`config.mk`:
```
export PLATFORM = sky130hd
export DESIGN_NAME = gtfwizard_raw_buffbypass_tx_supervisor
export DESIGN_NICKNAME = d
export VERILOG_FILES = /design/src/rtl/gtfwizard_raw_bbsup_pkg.sv /design/src/rtl/gtfwizard_raw_bbsup_bit_sync.sv /design/src/rtl/gtfwizard_raw_buffbypass_tx_supervisor.sv
export SDC_FILE = /design/constraint.sdc
export NUM_CORES = 1
export LEC_CHECK = 0
export CAP_MARGIN = 20
export CORE_ASPECT_RATIO = 1.5
export CORE_MARGIN = 3
export CORE_UTILIZATION = 29
export CTS_CLUSTER_DIAMETER = 150
export DETAILED_ROUTE_END_ITERATION = 10
export SLEW_MARGIN = 30
export SYNTH_ARGS = -nofsm -noshare
export SYNTH_HDL_FRONTEND = slang
export SYNTH_SLANG_ARGS = --single-unit
```
`constraint.sdc`:
```
create_clock -name gtwiz_buffbypass_tx_clk_in -period 5.28 [get_ports gtwiz_buffbypass_tx_clk_in]
set_input_delay 1.056 -clock gtwiz_buffbypass_tx_clk_in [delete_from_list [all_inputs] [get_ports gtwiz_buffbypass_tx_clk_in]]
set_output_delay 1.056 -clock gtwiz_buffbypass_tx_clk_in [all_outputs]
set_load 0.01 [all_outputs]
```
`src/rtl/gtfwizard_raw_bbsup_pkg.sv`:
```
// Shared definitions for the TX buffer-bypass supervisor.
// State encodings are visible on sup_state_out, so they are fixed here.
// Optional feature macro used by the supervisor: GTFWIZ_BBSUP_PHALIGN_MON_EN.
package gtfwizard_raw_bbsup_pkg;

  typedef enum logic [2:0] {
    ST_IDLE      = 3'd0,
    ST_WAIT_DONE = 3'd1,
    ST_RETRY     = 3'd2,
    ST_LOCKED    = 3'd3,
    ST_FAILED    = 3'd4
  } bbsup_state_t;

  // Consecutive low phase-align samples in LOCKED that count as loss of lock.
  localparam int LOL_THRESHOLD = 8;
  localparam int LOL_CNT_W     = $clog2(LOL_THRESHOLD);

  // Width of the retry counter reported to the latency-measurement logic.
  localparam int RETRY_CNT_W = 8;

endpackage

```
`src/rtl/gtfwizard_raw_bbsup_bit_sync.sv`:
```
// Single-bit flop synchronizer of configurable depth for async GT status
// inputs. Synchronous reset clears the chain so the supervisor starts from
// a known "not ready" view.
module gtfwizard_raw_bbsup_bit_sync #(
  parameter int STAGES = 3
) (
  input  logic clk,
  input  logic rst,
  input  logic d,
  output logic q
);

  (* ASYNC_REG = "TRUE" *) logic [STAGES-1:0] sync_q;

  // Shift the async input through the flop chain.
  always_ff @(posedge clk) begin
    if (rst) begin
      sync_q <= '0;
    end else begin
      sync_q <= {sync_q[STAGES-2:0], d};
    end
  end

  assign q = sync_q[STAGES-1];

endmodule

```
`src/rtl/gtfwizard_raw_buffbypass_tx_supervisor.sv`:
```
// Supervises the TX buffer-bypass controller: arms on GT tx reset-done,
// waits for the controller's done edge, re-requests the procedure on error
// or timeout with a bounded retry count, and reports locked/failed.
// Optional loss-of-lock monitor on txphaligndone_in is compiled in when
// GTFWIZ_BBSUP_PHALIGN_MON_EN is defined.
module gtfwizard_raw_buffbypass_tx_supervisor
  import gtfwizard_raw_bbsup_pkg::*;
#(
  parameter int P_TIMEOUT_CYCLES = 4096,
  parameter int P_MAX_RETRIES    = 3,
  parameter int P_SYNC_STAGES    = 3
) (
  input  logic       gtwiz_buffbypass_tx_clk_in,
  input  logic       gtwiz_buffbypass_tx_reset_in,
`ifdef GTFWIZ_BBSUP_PHALIGN_MON_EN
  input  logic       txphaligndone_in,
`endif
  input  logic       gtwiz_buffbypass_tx_resetdone_in,
  input  logic       buffbypass_done_in,
  input  logic       buffbypass_error_in,
  input  logic       sup_restart_in,
  output logic       gtwiz_buffbypass_tx_start_user_out,
  output logic       sup_locked_out,
  output logic       sup_failed_out,
  output logic [7:0] sup_retry_count_out,
  output logic [2:0] sup_state_out
);

  localparam int TIMER_W = $clog2(P_TIMEOUT_CYCLES);
  localparam logic [TIMER_W-1:0]     TIMER_LAST  = TIMER_W'(P_TIMEOUT_CYCLES - 1);
  localparam logic [RETRY_CNT_W-1:0] MAX_RETRIES = RETRY_CNT_W'(P_MAX_RETRIES);
  localparam logic [RETRY_CNT_W-1:0] CNT_SAT     = '1;

  logic                   clk;
  logic                   rst;
  logic                   rd_sync;
  logic                   done_q;
  logic                   done_accept;
  logic                   lol_trip;
  bbsup_state_t           state_q;
  logic [TIMER_W-1:0]     timer_q;
  logic [RETRY_CNT_W-1:0] retry_cnt_q;
  logic                   start_q;
  logic                   locked_q;
  logic                   failed_q;

  assign clk = gtwiz_buffbypass_tx_clk_in;
  assign rst = gtwiz_buffbypass_tx_reset_in;

  gtfwizard_raw_bbsup_bit_sync #(.STAGES(P_SYNC_STAGES)) u_rd_sync (
    .clk (clk),
    .rst (rst),
    .d   (gtwiz_buffbypass_tx_resetdone_in),
    .q   (rd_sync)
  );

  // Done is a level that stays high from the previous run, so only its rising
  // edge counts; an edge coinciding with our own start pulse is stale.
  assign done_accept = buffbypass_done_in & ~done_q & ~start_q;

`ifdef GTFWIZ_BBSUP_PHALIGN_MON_EN
  logic                 ph_sync;
  logic [LOL_CNT_W-1:0] lol_cnt_q;

  gtfwizard_raw_bbsup_bit_sync #(.STAGES(P_SYNC_STAGES)) u_ph_sync (
    .clk (clk),
    .rst (rst),
    .d   (txphaligndone_in),
    .q   (ph_sync)
  );

  assign lol_trip = (state_q == ST_LOCKED) && !ph_sync &&
                    (lol_cnt_q == LOL_CNT_W'(LOL_THRESHOLD - 1));

  // Count consecutive low phase-align samples while locked.
  always_ff @(posedge clk) begin
    if (rst || (state_q != ST_LOCKED) || ph_sync) begin
      lol_cnt_q <= '0;
    end else begin
      lol_cnt_q <= lol_cnt_q + 1'b1;
    end
  end
`else
  assign lol_trip = 1'b0;
`endif

  // Supervisor FSM with registered start/locked/failed derived from next state.
  always_ff @(posedge clk) begin
    if (rst) begin
      state_q     <= ST_IDLE;
      timer_q     <= '0;
      retry_cnt_q <= '0;
      start_q     <= 1'b0;
      locked_q    <= 1'b0;
      failed_q    <= 1'b0;
      done_q      <= 1'b0;
    end else begin
      done_q  <= buffbypass_done_in;
      start_q <= 1'b0;
      if ((state_q != ST_IDLE) && !rd_sync) begin
        // GT fell out of reset-done: drop everything and re-arm.
        state_q     <= ST_IDLE;
        timer_q     <= '0;
        retry_cnt_q <= '0;
        locked_q    <= 1'b0;
        failed_q    <= 1'b0;
      end else if (sup_restart_in && ((state_q == ST_WAIT_DONE) ||
                   (state_q == ST_LOCKED) || (state_q == ST_FAILED))) begin
        state_q     <= ST_WAIT_DONE;
        timer_q     <= '0;
        retry_cnt_q <= '0;
        start_q     <= 1'b1;
        locked_q    <= 1'b0;
        failed_q    <= 1'b0;
      end else begin
        case (state_q)
          ST_IDLE: begin
            if (rd_sync) begin
              state_q <= ST_WAIT_DONE;
              timer_q <= '0;
            end
          end
          ST_WAIT_DONE: begin
            timer_q <= timer_q + 1'b1;
            if (done_accept) begin
              if (buffbypass_error_in) begin
                state_q <= ST_RETRY;
              end else begin
                state_q  <= ST_LOCKED;
                locked_q <= 1'b1;
              end
            end else if (timer_q == TIMER_LAST) begin
              state_q <= ST_RETRY;
            end
          end
          ST_RETRY: begin
            if (retry_cnt_q == MAX_RETRIES) begin
              state_q  <= ST_FAILED;
              failed_q <= 1'b1;
            end else begin
              state_q     <= ST_WAIT_DONE;
              timer_q     <= '0;
              start_q     <= 1'b1;
              retry_cnt_q <= (retry_cnt_q == CNT_SAT) ? retry_cnt_q : retry_cnt_q + 1'b1;
            end
          end
          ST_LOCKED: begin
            if (lol_trip) begin
              state_q  <= ST_RETRY;
              locked_q <= 1'b0;
            end
          end
          ST_FAILED: begin
            state_q <= ST_FAILED;
          end
          default: begin
            state_q  <= ST_IDLE;
            locked_q <= 1'b0;
            failed_q <= 1'b0;
          end
        endcase
      end
    end
  end

  assign gtwiz_buffbypass_tx_start_user_out = start_q;
  assign sup_locked_out                     = locked_q;
  assign sup_failed_out                     = failed_q;
  assign sup_retry_count_out                = retry_cnt_q;
  assign sup_state_out                      = state_q;

endmodule

```
==> run_results.csv <==
group,metric,value,unit
clock_network,cts_root_buffer,"clkbuf_8",
grt,grt_util_all_layers,0.120,
layout,multi_input_area,916,um2
synth,ys_seq_elements,30,
grt,grt.overflow.total,0,
timing,worstMarginPinSlew,0.634,ns
clock_network,cts_setup_buffers,0,
critical_path,critPathBufInv,1,
route,drt_iter0_markers,69,
critical_path,crit_path_end_kind,"flip-flop",
route,wl_per_cell,13.3,um
grt,grt_max_degree,20,
route,vias,1458,
die,core,5250,um2
synth,ys_top_cells_by_count,"dfxtp_1 (30), a21oi_1 (21), or4_1 (13)",
synth,synth_area_leaders,"dfxtp_1 (38%), a21oi_1 (6.6%), or4_1 (6.1%)",
layout,fill_cells,541,
worst_hold_path,holdCritStartpoint,"u_rd_sync.sync_q[1]",
die,die_width,66.5,um
timing,max_freq,367,MHz
worst_hold_path,hold_depth,1,
route,ant_nets,0,
clock_network,hold_buffers,0,
run,max-cap-violations,0,
placement,post-dp-hpwl,2.55,mm
route,via_per_inst,5.38,
synth,synth.most_common_cell,"dfxtp_1",
route,post-route-drc-count,0,
clock_network,cts_resized,0,
clock_network,clockBufferDepth,2,
placement,port_buffers,19,
layout,nNetsFinal,210,
die,die-area,6440,um2
clock_network,cts_made_buffers,5,
critical_path,critPathTopFamily,"compound AO/OA/AOI/OAI gates",
synth,synth_top_area_share,0.377,
timing,fin_setup_tns,0,ns
critical_path,slowest_delay,0.51,ns
worst_hold_path,whs_endpoint,"u_rd_sync.sync_q[2]",
critical_path,reg2regPathDepth,5,
critical_path,startpoint_type,"input port",
timing,slew_headroom,0.576,
layout,drive_gt1_frac,0.0936,
timing,finClkSkew,0.00290,ns
synth,synth-main-ff-cell,"dfxtp_1",
route,drt-pass1-iter-count,4,
layout,diodes,0,
grt,grt_pass1_vias,1385,
pwr,ir_drop,0.113,mV
synth,synth_cell_type_count,45,
critical_path,slowest_stage,"clkdlybuf4s50_1",
synth,synth-edff-count,0,
clock_network,cts_tree,"built",
critical_path,r2r-end,"timer_q[1]",
layout,instances_no_fill,271,
die,die_height,96.8,um
synth,yosysWarningCount,0,
synth,synth.net_count,194,
die,start_util,0.304,
layout,syn_to_final_growth,20.7,%
grt,grt_pass1_wl,6.31,mm
synth,postSynth.asyncResetShare,0,
placement,gp_congestion,0.740,
clock_network,clkSinkCount,30,
synth,avgSynthCellArea,8.57,um2
timing,hold_viol_final,0,
pwr,p_leak,0.000588,uW
synth,yosysTopAreaCell,"dfxtp_1",
clock_network,htreeDepth,2,
clock_network,clk_pin_slew,0.06,ns
worst_hold_path,hold_class,"reg -> reg",
route,wl,3.61,mm
timing,rsz0062_at_grt,"no",
synth,ys_seq_area_frac,0.377,
critical_path,r2r_slack,2.97,ns
synth,synthesis.area,1590,um2
critical_path,crit_arrival,2.92,ns
layout,seq_area,601,um2
placement,placed_cells_incl_taps,263,
timing,slew_violations,0,
die,io_pins,20,
synth,synthCells,186,
timing,setup_viol,0,
clock_network,clk_latency,0.28,ns
die,rows,32,
critical_path,crit_chain,"clkdlybuf4s50_1, or2_1, o32a_1, a21o_1, a211oi_1",
critical_path,crit-reg2reg-launch,"sup_retry_count_out[0]",
grt,antenna_found_initial,0,
critical_path,cp_max_fo,13,
status,status,"finished clean",
timing,finalCritPeriodShare,0.516,
timing,final.min_clock_period,2.73,ns
critical_path,critPathRequiredTime,5.48,ns
critical_path,path_class,"in -> reg",
pwr,power.density,243,nW/um2
-- cell type report --
type | instances | area share
multi-input cells | 140 | 0.476
inverters | 6 | 0.0117
clock buffers | 8 | 0.0572
repair buffers | 19 | 0.0988
well taps | 68 | 0.0442
flip-flops and latches | 30 | 0.312
-- layer usage --
| layer | global-route usage | routed length [um] |
|---|---|---|
| met1 | 0.142 | 1650 |
| met2 | 0.200 | 1770 |
| met5 | 0 | 0 |
| met4 | 0.0501 | 61 |
| met3 | 0.0290 | 124 |
-- through the flow --
stage | power [uW] | hold WS [ns] | utilization | setup WS, ns | instance area [um2]
2_1_floorplan | 248 | 0.414 | - | 3.15 | 1590
3_3_place_gp | 256 | 0.432 | 0.346 | 2.29 | 1810
3_5_place_dp | 256 | 0.439 | 0.346 | 2.22 | 1810
4_1_cts | 474 | 0.450 | 0.367 | 2.53 | 1920
5_1_grt | 484 | 0.464 | 0.367 | 2.44 | 1920
6_report | 468 | 0.442 | 0.367 | 2.55 | 1920
-- report_power, final --
group          internal (uW)  switching (uW)  total, uW
Combinational           9.05            11.4       20.4
Clock                    132            85.4        217
Sequential               229            2.06        231
-- worst max-delay path by stage --
| stage | end | cells after the start | slack, ns | startpoint |
|---|---|---|---|---|
| after floorplan | timer_q[0] | 5 | 3.15 | gtwiz_buffbypass_tx_reset_in |
| after global placement | timer_q[5] | 5 | 2.29 | gtwiz_buffbypass_tx_reset_in |
| after detailed placement | timer_q[5] | 5 | 2.22 | gtwiz_buffbypass_tx_reset_in |
| after CTS | timer_q[5] | 5 | 2.53 | gtwiz_buffbypass_tx_reset_in |
| after global routing | timer_q[5] | 5 | 2.44 | gtwiz_buffbypass_tx_reset_in |
| final | timer_q[5] | 5 | 2.55 | gtwiz_buffbypass_tx_reset_in |
-- sequential cells by signal, indices dropped and copies added (netlist names) --
register and cells:
sup_retry_count_out 8, sup_state_out 3, u_rd_sync.sync_q 3, sup_failed_out 1, sup_locked_out 1, timer_q 12, gtwiz_buffbypass_tx_start_user_out 1, done_q 1
-- placed cells by master, fill, tap and decap left out, types with 2 or more instances in the layout --
cell type / Yosys / routed
a211oi_1: 2 / 2
a21o_1: 3 / 3
a21oi_1: 21 / 21
and4_1: 3 / 3
clkbuf_8: 0 / 8
clkdlybuf4s50_1: 0 / 19
dfxtp_1: 30 / 30
ha_1: 2 / 2
inv_1: 6 / 6
nand2_1: 7 / 7
nand2b_1: 2 / 2
nand3_1: 10 / 10
nand4_1: 4 / 4
nor2_1: 6 / 6
nor2b_1: 7 / 7
nor3_1: 5 / 5
nor3b_1: 3 / 3
o21ai_0: 3 / 3
o21ai_1: 7 / 7
o31ai_1: 12 / 12
or2_1: 2 / 2
or2_2: 2 / 2
or3_1: 4 / 4
or3b_1: 2 / 2
or4_1: 13 / 13
or4b_1: 2 / 2
-- kinds of logic (layout without fill, tap and decap cells) --
| logic type | count (synthesis) | count (layout) | synth area share |
|---|---|---|---|
| buf+inv | 16 | 33 | 0.0487 |
| simple gates | 81 | 81 | 0.331 |
| flops | 30 | 30 | 0.377 |
| fa+ha+maj | 2 | 2 | 0.0157 |
| compound gates | 57 | 57 | 0.228 |
Note: power is estimated with default switching activity, not from simulation.
